## src/rtl/pc_gen.sv

```systemverilog
// Fetch-address generator: holds the PC, issues it over valid/ready, and takes
// prioritised redirects that bump a wrapping epoch tag.
module pc_gen #(
    parameter int                    ADDR_WIDTH   = 32,
    parameter logic [ADDR_WIDTH-1:0] RESET_VECTOR = '0,
    parameter int                    INSTR_BYTES  = 4,
    parameter int                    NUM_REDIR    = 2,
    parameter int                    EPOCH_WIDTH  = 2
) (
    input  logic                            clk,
    input  logic                            rst_n,
    input  logic                            stall,
    input  logic [NUM_REDIR-1:0]            redir_valid,
    input  logic [NUM_REDIR*ADDR_WIDTH-1:0] redir_target,
    input  logic                            fetch_ready,
    output logic                            fetch_valid,
    output logic [ADDR_WIDTH-1:0]           fetch_addr,
    output logic [EPOCH_WIDTH-1:0]          fetch_epoch,
    output logic                            misalign_err
);

    localparam logic [0:0] ST_BOOT = 1'b0;
    localparam logic [0:0] ST_RUN  = 1'b1;

    localparam logic [ADDR_WIDTH-1:0] OFS_MASK = ADDR_WIDTH'(INSTR_BYTES - 1);
    localparam logic [ADDR_WIDTH-1:0] ADDR_INC = ADDR_WIDTH'(INSTR_BYTES);

    logic [0:0]             state_q, state_d;
    logic [ADDR_WIDTH-1:0]  addr_q, addr_d;
    logic                   valid_q, valid_d;
    logic [EPOCH_WIDTH-1:0] epoch_q, epoch_d;
    logic                   err_q, err_d;

    logic                   redir_any;
    logic [ADDR_WIDTH-1:0]  redir_tgt;
    logic                   accept;

    // Scan from the top so the lowest-index set channel is the one left standing.
    always_comb begin
        redir_any = |redir_valid;
        redir_tgt = '0;
        for (int i = NUM_REDIR - 1; i >= 0; i--) begin
            if (redir_valid[i]) redir_tgt = redir_target[i*ADDR_WIDTH +: ADDR_WIDTH];
        end
    end

    assign accept = valid_q && fetch_ready;

    always_comb begin
        state_d = state_q;
        addr_d  = addr_q;
        valid_d = valid_q;
        epoch_d = epoch_q;
        err_d   = 1'b0;
        if (state_q == ST_BOOT) begin
            state_d = ST_RUN;
            valid_d = !stall;
        end else if (redir_any) begin
            // An old-epoch request accepted on this edge still goes out; the tag retires it.
            addr_d  = redir_tgt & ~OFS_MASK;
            epoch_d = epoch_q + EPOCH_WIDTH'(1);
            valid_d = !stall;
            err_d   = |(redir_tgt & OFS_MASK);
        end else begin
            if (accept) addr_d = addr_q + ADDR_INC;
            valid_d = !stall;
        end
    end

    always_ff @(posedge clk or negedge rst_n) begin
        if (!rst_n) begin
            state_q <= ST_BOOT;
            addr_q  <= RESET_VECTOR;
            valid_q <= 1'b0;
            epoch_q <= '0;
            err_q   <= 1'b0;
        end else begin
            state_q <= state_d;
            addr_q  <= addr_d;
            valid_q <= valid_d;
            epoch_q <= epoch_d;
            err_q   <= err_d;
        end
    end

    assign fetch_valid  = valid_q;
    assign fetch_addr   = addr_q;
    assign fetch_epoch  = epoch_q;
    assign misalign_err = err_q;

endmodule

```

## config.mk

```make
export PLATFORM = sky130hd
export DESIGN_NAME = pc_gen
export DESIGN_NICKNAME = d
export VERILOG_FILES = /design/src/rtl/pc_gen.sv
export SDC_FILE = /design/constraint.sdc
export NUM_CORES = 1
export LEC_CHECK = 0
export ABC_AREA = 1
export CAP_MARGIN = 30
export CELL_PAD_IN_SITES_DETAIL_PLACEMENT = 2
export CELL_PAD_IN_SITES_GLOBAL_PLACEMENT = 2
export CORE_MARGIN = 3
export CORE_UTILIZATION = 24
export CTS_CLUSTER_DIAMETER = 40
export DETAILED_ROUTE_END_ITERATION = 7
export PLACE_DENSITY = 0.94
export SLEW_MARGIN = 25
export SYNTH_ARGS = -nofsm -noshare
export SYNTH_HDL_FRONTEND = slang
export SYNTH_SLANG_ARGS = --single-unit
```

## constraint.sdc

```tcl
create_clock -name clk -period 2.05 [get_ports clk]
set_input_delay 0.205 -clock clk [delete_from_list [all_inputs] [get_ports clk]]
set_output_delay 0.205 -clock clk [all_outputs]
set_load 0.05 [all_outputs]
```

==> impl_metrics.env <==
export IMPL_status="complete, no violations"
export IMPL_numCtsBuffers=5
export IMPL_die_height_um=112.3
export IMPL_yosys_area_top_type="dfrtp_1"
export IMPL_grt_pass1_wl_um=21960
export IMPL_synth_area_per_cell_um2=6.549
export IMPL_rows=38
export IMPL_rr_startpoint="fetch_addr[2]"
export IMPL_async_flop_share=1.000
export IMPL_synthFlopType="dfrtp_1"
export IMPL_drtAntennaViolNets=0
export IMPL_initial_utilization=0.2479
export IMPL_vias_per_cell=5.100
export IMPL_period_needed_ns=1.874
export IMPL_leakage_uw=0.001743
export IMPL_fp_dieW_um=112.3
export IMPL_drc=0
export IMPL_wire_per_inst_um=20.50
export IMPL_swShare=0.4299
export IMPL_antenna_found_initial=0
export IMPL_cp_arrival_ns=1.67
export IMPL_ioPinCount=106
export IMPL_crit_path_max_incr_delay_ns=0.87
export IMPL_crit_chain="clkdlybuf4s50_1"
export IMPL_synth_seq_cells=35
export IMPL_track_usage=0.2194
export IMPL_wl_um=13590
export IMPL_synth_area_leaders="dfrtp_1 32%, nand2_1 18%, nor2_1 9.6%"
export IMPL_dr_pass1_iters=4
export IMPL_setup_viol=0
export IMPL_grt_pass1_vias=4018
export IMPL_p_sw_uw=1463
export IMPL_maxSlewViolCount=0
export IMPL_layout_commonest_cell="nand2_1"
export IMPL_p_seq_frac=0.297
export IMPL_drive_above_1_share=0.08413
export IMPL_critical_path_class="reg -> out"
export IMPL_pwr_share_clk=0.273
export IMPL_pwr_density_cell_mw_per_mm2=826.7
export IMPL_maxSlewHeadroom=0.6313
export IMPL_ys_warn_count=0
export IMPL_cts_setup_buffers=0
export IMPL_nets=593
export IMPL_h_tree_depth=2
export IMPL_startpoint="fetch_addr[13]"
export IMPL_clkTransAtPathRegs_ns=0.06
export IMPL_worstMarginPinSlew_ns=0.5513
export IMPL_skew_ns=0.006108
export IMPL_ys_types=37
export IMPL_core_mm2=0.01094
export IMPL_slowest_stage="clkdlybuf4s50_1"
export IMPL_ir_worst_vdd_uv=334.9
export IMPL_gp_congestion=0.7951
export IMPL_cts_sinks=35
export IMPL_via_count=3381
export IMPL_ys_seq_area_frac=0.3230
export IMPL_max_freq_ghz=0.5335
export IMPL_drt_iter0_markers=95
export IMPL_dp_slack_ns=0.1593
export IMPL_critPathCaptureType="primary output"
export IMPL_insertion_delay_ns=0.29
export IMPL_cpLargestDelayFamily="buffers and inverters"
export IMPL_hp_class="in -> async"
export IMPL_final_hold_violation_count=0
export IMPL_dp_hpwl_um=9771
export IMPL_synth_cells=414
export IMPL_grt_max_degree=36
export IMPL_areaGrowthSynthToFinish_pct=51.87
export IMPL_timing_setup_tns_ns=0
export IMPL_cts_tree="done"
export IMPL_grt_overflow=0
export IMPL_netlist_area_mm2=0.002711
export IMPL_combPwrFrac=0.430
export IMPL_netlist_area_leader_share=0.3230
export IMPL_fin_ws_ns=0.1755
export IMPL_final_cell_mix="130 x nand2_1, 102 x clkdlybuf4s50_1, 68 x nor2_1"
export IMPL_synth_edf_count=0
export IMPL_rsz0062_at_grt="false"
export IMPL_dieArea_mm2=0.01261
export IMPL_io_buffer_count=103
export IMPL_start_kind="flop"
export IMPL_period_share=0.9144
export IMPL_antennaDiodeCount=0
export IMPL_root_buffer="clkbuf_16"
export IMPL_worst_endpoint_required_ns=1.85
export IMPL_critPathMaxFanout=5
export IMPL_cts_path_max_buffers=2
export IMPL_crit_buf_inv=1
export IMPL_internal_power_uw=1941
export IMPL_max_cap_viol_count=0
==> through the flow <==
stage / area (µm²) / hold WS [ns] / util / instances / total power (µW)
after detailed placement: 3911 / 0.3860 / 0.3577 / 653 / 2452
final: 4118 / 0.3274 / 0.3765 / 663 / 3404
after global placement: 3911 / 0.3549 / 0.3577 / 653 / 2383
after CTS: 4085 / 0.08512 / 0.3736 / 661 / 3431
after global routing: 4118 / 0.3664 / 0.3765 / 663 / 3569
after floorplan: 2715 / -0.09059 / - / 415 / 1827
==> state kept, by name, indices dropped and copies added, names as in the netlist <==
| register | count |
|---|---|
| misalign_err | 1 |
| fetch_addr | 30 |
| fetch_epoch | 2 |
| state_q | 1 |
| fetch_valid | 1 |
==> cells in the mapped netlist (all sizes together) (4+ instances only) <==
cell    number
nand2      138
nor2        78
dfrtp       35
inv         28
nand3       22
o21ai       21
o22ai       17
a21oi       16
buf         14
nand3b      10
nor3         7
a22o         6
o22a         4
==> worst paths after layout <==
path | to | slack, ns | cells past startpoint
setup / recovery | fetch_addr[13] | 0.18 | 1
hold reg to reg | fetch_epoch[1] | 0.48 | 1
setup reg to reg | fetch_addr[14] | 0.18 | 10
hold / removal | fetch_addr[14] | 0.33 | 2
min in group clk | fetch_valid | 0.39 | 2
max in group asynchronous | fetch_addr[24] | 1.27 | 3
==> kinds of logic after synthesis <==
group / synth area share
AOI/OAI and AO/OA: 0.1657
xor gates and xnor gates: 0.009693
adders and majority gates: 0.004614
buffers and inverters: 0.07430
DFF: 0.3230
other: 0.002770
and+or+nand+nor: 0.4199
==> power by group through the flow <==
stage	Sequential, µW	Clock, µW	Combinational, µW
3_5_place_dp	1020	0	1440
4_1_cts	1010	949	1470
2_1_floorplan	1380	0	451
3_3_place_gp	1000	0	1380
6_report	1010	928	1460
5_1_grt	1040	963	1570
==> cell type report <==
cell class              instances  area, µm²
clock buffers                   6      138.9
clock inverters                 2      35.03
fillers                      1336       6818
inverters                      29      108.9
multi-input cells             336       1640
flip-flops and latches         35      875.8
well taps                     140      175.2
repair buffers                115       1144
==> repair_timing <==
action / in CTS / in global routing
endpoints found under the setup margin: 0 / 2
endpoints found under the hold margin: 0 / 9
resized for setup: 0 / 1
hold buffers: 0 / 1
==> layer usage <==
metal  global-route usage  vias up  wire (µm)
met1               0.2551     1692       5464
met2               0.4029       98       7167
met5                    0        -          0
li1                     -     1563          -
met4              0.08093        0        401
met3              0.03612       28        558
(Power assumes the default switching activity.)
